==> src/rtl/fetch_queue_pkg.sv <==
`default_nettype none
// ============================================================================
// Module      : fetch_queue_pkg
// Description : Shared core definitions for the fetch queue: the core datapath
//               width, the canonical NOP encoding, and the fetch-pair bundle
//               carried from fetch to decode.
// Revision    : 1.0 - initial release
// ============================================================================
package fetch_queue_pkg;

  // Core instruction / PC width.
  localparam int CORE_XLEN = 32;

  // addi x0, x0, 0 -- presented on any decode slot that holds no entry.
  localparam logic [31:0] NOP_INST = 32'h0000_0013;

  // One fetched instruction together with its PC.
  typedef struct packed {
    logic                 valid;
    logic [CORE_XLEN-1:0] inst;
    logic [CORE_XLEN-1:0] pc;
  } fetch_pair_t;

endpackage : fetch_queue_pkg
`default_nettype wire

==> src/rtl/fetch_queue_mem.sv <==
`default_nettype none
// ============================================================================
// Module      : fetch_queue_mem
// Description : DEPTH x (2*XLEN) entry storage for the fetch queue. Each entry
//               is {pc, inst}. Two synchronous write ports (tail, tail+1) and
//               two asynchronous read ports (head, head+1). The array has no
//               reset; validity is tracked by the occupancy counter upstream.
// Ports       : clk                 - clock, rising edge
//               we_a/waddr_a/wdata_a - write port A
//               we_b/waddr_b/wdata_b - write port B (wins on equal address)
//               raddr_a/rdata_a     - combinational read port A
//               raddr_b/rdata_b     - combinational read port B
// Revision    : 1.0 - initial release
// ============================================================================
module fetch_queue_mem
  import fetch_queue_pkg::*;
#(
  parameter int DEPTH = 8,
  parameter int XLEN  = CORE_XLEN,
  parameter int AW    = $clog2(DEPTH)
) (
  input  logic              clk,
  input  logic              we_a,
  input  logic [AW-1:0]     waddr_a,
  input  logic [2*XLEN-1:0] wdata_a,
  input  logic              we_b,
  input  logic [AW-1:0]     waddr_b,
  input  logic [2*XLEN-1:0] wdata_b,
  input  logic [AW-1:0]     raddr_a,
  output logic [2*XLEN-1:0] rdata_a,
  input  logic [AW-1:0]     raddr_b,
  output logic [2*XLEN-1:0] rdata_b
);

  localparam int DW = 2 * XLEN;

  logic [DW-1:0] entry_q [DEPTH];
  logic [DW-1:0] entry_d [DEPTH];

  always_comb begin
    for (int i = 0; i < DEPTH; i++) begin
      entry_d[i] = entry_q[i];
      if (we_a && (waddr_a == AW'(i))) entry_d[i] = wdata_a;
      if (we_b && (waddr_b == AW'(i))) entry_d[i] = wdata_b;
    end
  end

  always_ff @(posedge clk) begin
    for (int i = 0; i < DEPTH; i++) begin
      entry_q[i] <= entry_d[i];
    end
  end

  assign rdata_a = entry_q[raddr_a];
  assign rdata_b = entry_q[raddr_b];

endmodule : fetch_queue_mem
`default_nettype wire

==> src/rtl/fetch_queue.sv <==
`default_nettype none
// ============================================================================
// Module      : fetch_queue
// Description : Dual-issue instruction buffer between fetch and the dual
//               decoder. Accepts up to two instruction/PC pairs per cycle,
//               presents the two oldest entries as slot A / slot B, and drops
//               everything on flush.
// Ports       : clk, rst_n           - clock / async active-low reset
//               flush                - redirect, discards all entries
//               in_valid_A/B, in_inst_A/B, in_pc_A/B - fetch pair
//               in_ready             - two free entries available
//               instA/B, pcA/B, validA/B - decode slots (head, head+1)
//               deq_A, deq_B         - decoder consumed slot A / slot B
//               count                - registered occupancy
// Config      : FETCH_QUEUE_BYPASS_EN - when defined, an empty queue forwards
//               the fetch pair combinationally to the decode slots.
// Revision    : 1.0 - initial release
// ============================================================================
module fetch_queue
  import fetch_queue_pkg::*;
#(
  parameter int DEPTH = 8,
  parameter int XLEN  = CORE_XLEN
) (
  input  logic                       clk,
  input  logic                       rst_n,
  input  logic                       flush,
  input  logic                       in_valid_A,
  input  logic                       in_valid_B,
  input  logic [XLEN-1:0]            in_inst_A,
  input  logic [XLEN-1:0]            in_inst_B,
  input  logic [XLEN-1:0]            in_pc_A,
  input  logic [XLEN-1:0]            in_pc_B,
  output logic                       in_ready,
  output logic [XLEN-1:0]            instA,
  output logic [XLEN-1:0]            instB,
  output logic [XLEN-1:0]            pcA,
  output logic [XLEN-1:0]            pcB,
  output logic                       validA,
  output logic                       validB,
  input  logic                       deq_A,
  input  logic                       deq_B,
  output logic [$clog2(DEPTH):0]     count
);

  localparam int AW = $clog2(DEPTH);
  localparam int CW = AW + 1;
  localparam logic [XLEN-1:0] NOP = XLEN'(NOP_INST);

  logic [AW-1:0]     head_q, head_d;
  logic [AW-1:0]     tail_q, tail_d;
  logic [CW-1:0]     count_q, count_d;

  logic [AW-1:0]     head_p1, tail_p1;
  logic [2*XLEN-1:0] rd_a, rd_b;
  logic              stored_va, stored_vb;
  logic              bypass;

  logic              slot_va, slot_vb;
  logic [XLEN-1:0]   slot_inst_a, slot_inst_b, slot_pc_a, slot_pc_b;

  logic [1:0]        push_n, pop_n, keep_n;
  logic              we_a, we_b;
  logic [2*XLEN-1:0] wdata_a, wdata_b;

  assign head_p1 = head_q + AW'(1);
  assign tail_p1 = tail_q + AW'(1);

  // Status derived purely from registered occupancy; pops in the current
  // cycle are never credited, so there is no path from deq_* to in_ready.
  assign in_ready  = (count_q <= CW'(DEPTH - 2));
  assign stored_va = (count_q != '0);
  assign stored_vb = (count_q >= CW'(2));
  assign count     = count_q;

`ifdef FETCH_QUEUE_BYPASS_EN
  assign bypass = (count_q == '0) && !flush;
`else
  assign bypass = 1'b0;
`endif

  fetch_queue_mem #(
    .DEPTH (DEPTH),
    .XLEN  (XLEN),
    .AW    (AW)
  ) u_mem (
    .clk     (clk),
    .we_a    (we_a),
    .waddr_a (tail_q),
    .wdata_a (wdata_a),
    .we_b    (we_b),
    .waddr_b (tail_p1),
    .wdata_b (wdata_b),
    .raddr_a (head_q),
    .rdata_a (rd_a),
    .raddr_b (head_p1),
    .rdata_b (rd_b)
  );

  // Decode slot selection: storage at head/head+1, or the live fetch pair
  // when forwarding from an empty queue.
  always_comb begin
    slot_va     = stored_va;
    slot_vb     = stored_vb;
    slot_inst_a = rd_a[XLEN-1:0];
    slot_pc_a   = rd_a[2*XLEN-1:XLEN];
    slot_inst_b = rd_b[XLEN-1:0];
    slot_pc_b   = rd_b[2*XLEN-1:XLEN];
    if (bypass) begin
      slot_va     = in_valid_A;
      slot_vb     = in_valid_A & in_valid_B;
      slot_inst_a = in_inst_A;
      slot_pc_a   = in_pc_A;
      slot_inst_b = in_inst_B;
      slot_pc_b   = in_pc_B;
    end
  end

  assign validA = slot_va;
  assign validB = slot_vb;
  assign instA  = slot_va ? slot_inst_a : NOP;
  assign pcA    = slot_va ? slot_pc_a   : '0;
  assign instB  = slot_vb ? slot_inst_b : NOP;
  assign pcB    = slot_vb ? slot_pc_b   : '0;

  // Push / pop bookkeeping. keep_n is how many incoming entries actually land
  // in storage: all of them normally, or only those the decoder did not take
  // straight off the bypass path.
  always_comb begin
    push_n = 2'd0;
    if (in_ready && in_valid_A) push_n = in_valid_B ? 2'd2 : 2'd1;

    pop_n  = {1'b0, deq_A & slot_va} + {1'b0, deq_A & deq_B & slot_vb};
    keep_n = bypass ? (push_n - pop_n) : push_n;

    // With one bypassed entry consumed, slot B's data is the first to store.
    wdata_a = (bypass && (pop_n != 2'd0)) ? {in_pc_B, in_inst_B} : {in_pc_A, in_inst_A};
    wdata_b = {in_pc_B, in_inst_B};
    we_a    = !flush && (keep_n != 2'd0);
    we_b    = !flush && (keep_n == 2'd2);

    head_d  = head_q + (bypass ? AW'(0) : AW'(pop_n));
    tail_d  = tail_q + AW'(keep_n);
    count_d = count_q + CW'(push_n) - CW'(pop_n);

    if (flush) begin
      head_d  = '0;
      tail_d  = '0;
      count_d = '0;
    end
  end

  always_ff @(posedge clk or negedge rst_n) begin
    if (!rst_n) begin
      head_q  <= '0;
      tail_q  <= '0;
      count_q <= '0;
    end else begin
      head_q  <= head_d;
      tail_q  <= tail_d;
      count_q <= count_d;
    end
  end

endmodule : fetch_queue
`default_nettype wire

==> config.mk <==
export PLATFORM = sky130hd
export DESIGN_NAME = fetch_queue
export DESIGN_NICKNAME = d
export VERILOG_FILES = /design/src/rtl/fetch_queue_pkg.sv /design/src/rtl/fetch_queue_mem.sv /design/src/rtl/fetch_queue.sv
export SDC_FILE = /design/constraint.sdc
export NUM_CORES = 1
export LEC_CHECK = 0
export CORE_AREA = 4 4 324 326
export DETAILED_ROUTE_END_ITERATION = 10
export DIE_AREA = 0 0 328 330
export PLACE_DENSITY_LB_ADDON = 0.3
export SLEW_MARGIN = 20
export SYNTH_ARGS = -nofsm -noshare
export SYNTH_HDL_FRONTEND = slang
export SYNTH_SLANG_ARGS = --single-unit
==> constraint.sdc <==
create_clock -name clk -period 9.45 [get_ports clk]
set_input_delay 1.89 -clock clk [delete_from_list [all_inputs] [get_ports clk]]
set_output_delay 1.89 -clock clk [all_outputs]
set_load 0.05 [all_outputs]
==> flow_metrics.env, run 1 <==
export IMPL_hold_viol_final=0
export IMPL_worstPathRequired_ps=7560
export IMPL_cp_arrival_ps=4980
export IMPL_routed_via_density=5.44
export IMPL_die_w_um=328
export IMPL_status="completed"
export IMPL_final_max_slew_viol_count=0
export IMPL_finalWirelength_mm=103
export IMPL_synth_area_leader_cell="edfxtp_1"
export IMPL_h_tree_depth=3
export IMPL_dp_cells=3467
export IMPL_synth_area_per_cell_um2=15.7
export IMPL_synth_area_leaders="edfxtp_1 51%, mux2_2 17%, mux4_2 9.5%, mux2i_1 8.4%, a22oi_1 3.0%"
export IMPL_end_kind="output pin"
export IMPL_ys_ff_latch=522
export IMPL_muxShareOfSynthArea_pct=36.9
export IMPL_start_util_pct=29.9
export IMPL_via_count=19600
export IMPL_row_count=117
export IMPL_die_y_um=330
export IMPL_drt_iter0_markers=1593
export IMPL_netlist_area_mm2=0.0304
export IMPL_leakage_uw=0.0116
export IMPL_syn_num_nets=2092
export IMPL_cts_sinks=522
export IMPL_place_congestion=0.759
export IMPL_clock_path_buffers=3
export IMPL_cts_setup_buffers=0
export IMPL_start_kind="register"
export IMPL_first_pass_iters=5
export IMPL_grt_ovfl_total=0
export IMPL_yosys_warnings=0
export IMPL_place_hpwl_mm=57.9
export IMPL_io_buffer_count=269
export IMPL_relSlewSlack_pct=23.6
export IMPL_combPwrFrac_pct=51.5
export IMPL_area_growth_pct=20.9
export IMPL_synth_compound_gate_area_share_pct=5.29
export IMPL_ys_seq_area_share_pct=51.4
export IMPL_rsz0062_at_grt="false"
export IMPL_finalSetupViolCount=0
export IMPL_core_area_mm2=0.102
export IMPL_ir_drop_v=0.000278
export IMPL_grt_max_degree=121
export IMPL_p_clk_share_pct=23.1
export IMPL_synth_top_area_share_pct=50.6
export IMPL_ys_types=38
export IMPL_synth_top_family_by_area="multiplexers"
export IMPL_worst_slew_pin_slew_ps=1150
export IMPL_switchingPower_uw=4660
export IMPL_pwr_share_seq_pct=25.4
export IMPL_critPathMaxFanout=120
export IMPL_nNetsFinal=2321
export IMPL_max_freq_ghz=0.146
export IMPL_fin_crit_ps=6870
export IMPL_cts_resized=0
export IMPL_antenna_found_initial=19
export IMPL_synth_xor_area_share_pct=0.144
export IMPL_cts_tree="done"
export IMPL_cts_root_buf="clkbuf_16"
export IMPL_drt_wirelength_per_cell_um=28.7
export IMPL_dieArea_mm2=0.108
export IMPL_drive_above_1_share_pct=34.5
export IMPL_drcViolationCount=0
export IMPL_grt_pass1_wl_mm=146
export IMPL_p_sw_share_pct=42.7
export IMPL_stdcell_count=3597
export IMPL_grt_util_all_layers_pct=18.6
export IMPL_pin_count=270
export IMPL_setup_tns_ps=0
export IMPL_synthCells=1941
export IMPL_worst_setup_path_type="register to output pin"
export IMPL_finalCritPeriodShare_pct=72.7
export IMPL_drt_antenna_violating_nets=0
export IMPL_synthAdderAreaFrac_pct=0.758
export IMPL_intPower_uw=6240
export IMPL_power_density_mw_per_mm2=297
export IMPL_clock_latency_ps=620
export IMPL_hold_slack_ps=685
export IMPL_grt_pass1_vias=20900
export IMPL_path_clk_slew_ps=60
export IMPL_numCtsBuffers=69
export IMPL_yosys_area_share_simple_pct=2.80
export IMPL_max_cap_violations=0
export IMPL_hold_path_class="register to register"
export IMPL_hold_buffers=0
export IMPL_clock_skew_ps=20.9
## cells by family (layout without fill, tap and decap cells)
logic type	count (synthesis)	in the layout
adder cells (fa/ha/maj)	16	16
flip-flops	522	522
AND/OR/NAND/NOR	118	118
XOR/XNOR	5	5
multiplexers	897	897
other	0	11
AO/OA/AOI/OAI	206	206
buffers and inverters	177	454
## per-layer routing
layer	vias to the layer above	GRT usage [%]	wire length [µm]
met4	14	6.66	2890
met2	668	32.3	52600
met3	167	4.46	6580
met1	10300	22.7	41200
li1	8428	-	-
met5	-	0	78
## cell usage in the layout (no fill, tap or decap), drive strengths merged, types with 9 or more instances in the layout
master	n
a22oi	123
nor2	12
edfxtp	512
diode	11
clkdlybuf4s50	269
mux4	128
buf	50
clkbuf	84
and3	63
nor2b	9
dfrtp	10
mux2	513
mux2i	256
a22o	67
clkinv	27
ha	12
inv	20
## final cells by class
type                    count  area, µm²
fillers                  9640      65000
inverters                  16       60.1
clock buffers              84       1850
repair buffers            319       3080
clock inverters            35        287
diodes                     11       27.5
multi-input cells        1242      14100
well taps                1368       1710
flip-flops and latches    522      15600
## critical path: stages (launching register included)
cell,delay (ps)
dfrtp_4,930
buf_12,540
buf_4,880
mux4_2,600
a22o_1,280
clkdlybuf4s50_1,710
## cell usage after synthesis
library cell and count:
nand2_1 5, clkbuf_1 69, a21o_1 1, or4b_4 1, nand4_1 1, mux2_2 470, mux2i_1 256, nor4_4 8
buf_2 75, or4b_2 1, inv_1 16, and3_1 63, o22a_1 3, mux2_1 43, or3_1 2, buf_6 6
xnor2_1 2, nand4b_1 3, a21boi_1 1, nor3_1 2, and3b_1 1, a22oi_1 123, a22o_1 67, mux4_2 128
nor2_1 12, a21oi_1 8, nand2b_1 3, nor2b_1 9, buf_1 11, dfrtp_1 10, nand4bb_1 3, ha_1 12
nor3b_1 1, edfxtp_1 512, fa_1 4, xor2_1 3, and2_1 3, o21ai_0 3
## state kept, by name, indices dropped and copies added, names as in the netlist
| name | flops |
|---|---|
| head_q | 3 |
| tail_q | 3 |
| u_mem.entry_q | 512 |
| count | 4 |
## path summary, 6_finish.rpt
| check | from | to | slack [ps] | depth (start not counted) |
|---|---|---|---|---|
| worst max-delay path | head_q[0] | instB[11] | 2580 | 5 |
| worst min-delay path | tail_q[2] | tail_q[2] | 680 | 2 |
| worst max register to register | count[3] | u_mem.entry_q[3][50] | 5340 | 7 |
| worst min register to register | tail_q[2] | tail_q[2] | 680 | 2 |
| max in group asynchronous | rst_n | head_q[0] | 7360 | 1 |
| min in group asynchronous | rst_n | tail_q[2] | 1640 | 1 |
## power by group through the flow
stage / clock (µW) / combinational [µW] / sequential [µW]
detailed placement: 0 / 5670 / 2820
CTS: 2590 / 5690 / 2770
floorplan: 0 / 3740 / 2790
global route: 2680 / 5860 / 2780
global placement: 0 / 5650 / 2810
finish: 2520 / 5610 / 2770
## through the flow
| step | util [%] | setup WS [ps] | cell area (µm²) | total power [µW] |
|---|---|---|---|---|
| 5_1_grt | 36.1 | 2320 | 36700 | 11300 |
| 4_1_cts | 36.1 | 2510 | 36700 | 11000 |
| 3_5_place_dp | 34.0 | 3190 | 34600 | 8480 |
| 6_report | 36.1 | 2580 | 36700 | 10900 |
| 3_3_place_gp | 34.0 | 3240 | 34600 | 8460 |
| 2_1_floorplan | - | 1730 | 30400 | 6530 |
Power figures use the tool's default switching activity.
==> run 2, diff against run 1 <==
==> constraint.sdc (replaced) <==
create_clock -name clk -period 7.1 [get_ports clk]
set_input_delay 1.42 -clock clk [delete_from_list [all_inputs] [get_ports clk]]
set_output_delay 1.42 -clock clk [all_outputs]
set_load 0.05 [all_outputs]
==> run 2 against run 1 <==
Compared with the run above:
- power is 35% higher
- combinational power increased by 35%
- sequential share of layout area is 0.25 points lower
- hold slack got worse by 11 ps
- largest cell class unchanged
- largest power group unchanged
==> flow_metrics.env, run 2 (same netlist as run 1, synthesis figures left out) <==
export IMPL_finalSetupViolCount=0
export IMPL_r2r_setup_slack_ps=3080
export IMPL_core_area_mm2=0.102
export IMPL_max_freq_ghz=0.170
export IMPL_grt_ovfl_total=0
export IMPL_clock_path_buffers=3
export IMPL_relSlewSlack_pct=33.5
export IMPL_grt_util_all_layers_pct=18.7
export IMPL_place_hpwl_mm=58.2
export IMPL_start_util_pct=29.9
export IMPL_die_y_um=330
export IMPL_drt_iter0_markers=1459
export IMPL_antenna_found_initial=25
export IMPL_final_max_slew_viol_count=0
export IMPL_placed_area_mm2=0.0347
export IMPL_die_w_um=328
export IMPL_cts_tree="done"
export IMPL_path_clk_slew_ps=50
export IMPL_max_cap_violations=0
export IMPL_finalWirelength_mm=103
export IMPL_end_kind="output pin"
export IMPL_cts_sinks=522
export IMPL_io_buffer_count=269
export IMPL_leakage_uw=0.0116
export IMPL_nNetsFinal=2319
export IMPL_drt_antenna_violating_nets=0
export IMPL_worst_slew_pin_slew_ps=997
export IMPL_setup_ws_ps=1230
export IMPL_fin_area_mm2=0.0370
export IMPL_hold_viol_final=0
export IMPL_routed_via_density=5.45
export IMPL_row_count=117
export IMPL_place_congestion=0.752
export IMPL_status="completed"
export IMPL_critPathMaxFanout=134
export IMPL_drive_above_1_share_pct=34.6
export IMPL_drcViolationCount=0
export IMPL_finalCritPeriodShare_pct=82.7
export IMPL_grt_pass1_vias=21000
export IMPL_cts_setup_buffers=0
export IMPL_cts_root_buf="clkbuf_16"
export IMPL_power_density_mw_per_mm2=397
export IMPL_hold_path_class="register to register"
export IMPL_layout_commonest_cell="edfxtp_1"
export IMPL_design_power_total_uw=14700
export IMPL_cp_arrival_ps=4450
export IMPL_hold_buffers=0
export IMPL_pin_count=270
export IMPL_grt_pass1_wl_mm=147
export IMPL_numCtsBuffers=67
export IMPL_largest_reg_flops=512
export IMPL_first_pass_iters=5
export IMPL_clock_skew_ps=16.4
export IMPL_worstPathRequired_ps=5680
export IMPL_dieArea_mm2=0.108
export IMPL_clock_latency_ps=620
export IMPL_ir_drop_v=0.000390
export IMPL_grt_max_degree=135
export IMPL_fin_crit_ps=5870
export IMPL_area_growth_pct=21.6
export IMPL_place_ws_ps=1820
export IMPL_drt_wirelength_per_cell_um=28.8
export IMPL_cts_resized=0
export IMPL_regMostFlops="u_mem.entry_q"
export IMPL_via_count=19600
export IMPL_h_tree_depth=3
export IMPL_start_kind="register"
export IMPL_worst_setup_path_type="register to output pin"
export IMPL_mostFrequentLayoutCells="512 x edfxtp_1, 470 x mux2_2, 269 x clkdlybuf4s50_1"
export IMPL_rsz0062_at_grt="false"
## run 2: path summary, 6_finish.rpt
path                       depth (start not counted)  startpoint         to
setup / recovery                                   5   head_q[0]  instB[17]
hold / removal                                     2   tail_q[2]  tail_q[2]
setup reg to reg                                  12    count[2]   count[3]
hold reg to reg                                    2   tail_q[2]  tail_q[2]
max in group asynchronous                          1       rst_n  head_q[0]
min in group asynchronous                          1       rst_n  tail_q[1]
## run 2: area by class of cell
class | count | area, µm²
Antenna cell | 14 | 35.0
Clock buffer | 81 | 1770
Clock inverter | 36 | 424
Fill cell | 9654 | 64800
Inverter | 16 | 60.1
Multi-Input combinational cell | 1242 | 14100
Sequential cell | 522 | 15600
Tap cell | 1368 | 1710
Timing Repair Buffer | 319 | 3230
## run 2: where the power goes
part | switching (µW) | internal [µW] | leakage, µW
logic | 4770 | 2780 | 0.00580
registers | 118 | 3560 | 0.00476
clock network | 1350 | 2100 | 0.00107
## run 2: critical path, cell delays in order, from the launching register on
cell and delay (ps):
dfrtp_4 850, buf_12 760, buf_4 560, mux4_2 570, a22o_1 250, clkdlybuf4s50_1 700
## run 2: per-layer routing
metal / part of all wire (%) / vias up / GRT usage (%)
li1: - / 8444 / -
met1: 40 / 10200 / 23.0
met5: 0.077 / - / 0
met4: 2.8 / 12 / 5.91
met3: 6.6 / 198 / 3.89
met2: 50 / 708 / 32.8
## run 2: through the flow
stage | instances | utilization (%) | TNS (ps) | hold WS, ps
after floorplan | 1941 | - | -19360 | 581
after global placement | 3465 | 34.1 | 0 | 648
after detailed placement | 3465 | 34.1 | 0 | 671
after CTS | 3582 | 36.3 | 0 | 685
after global routing | 3589 | 36.3 | 0 | 736
final | 3598 | 36.3 | 0 | 674
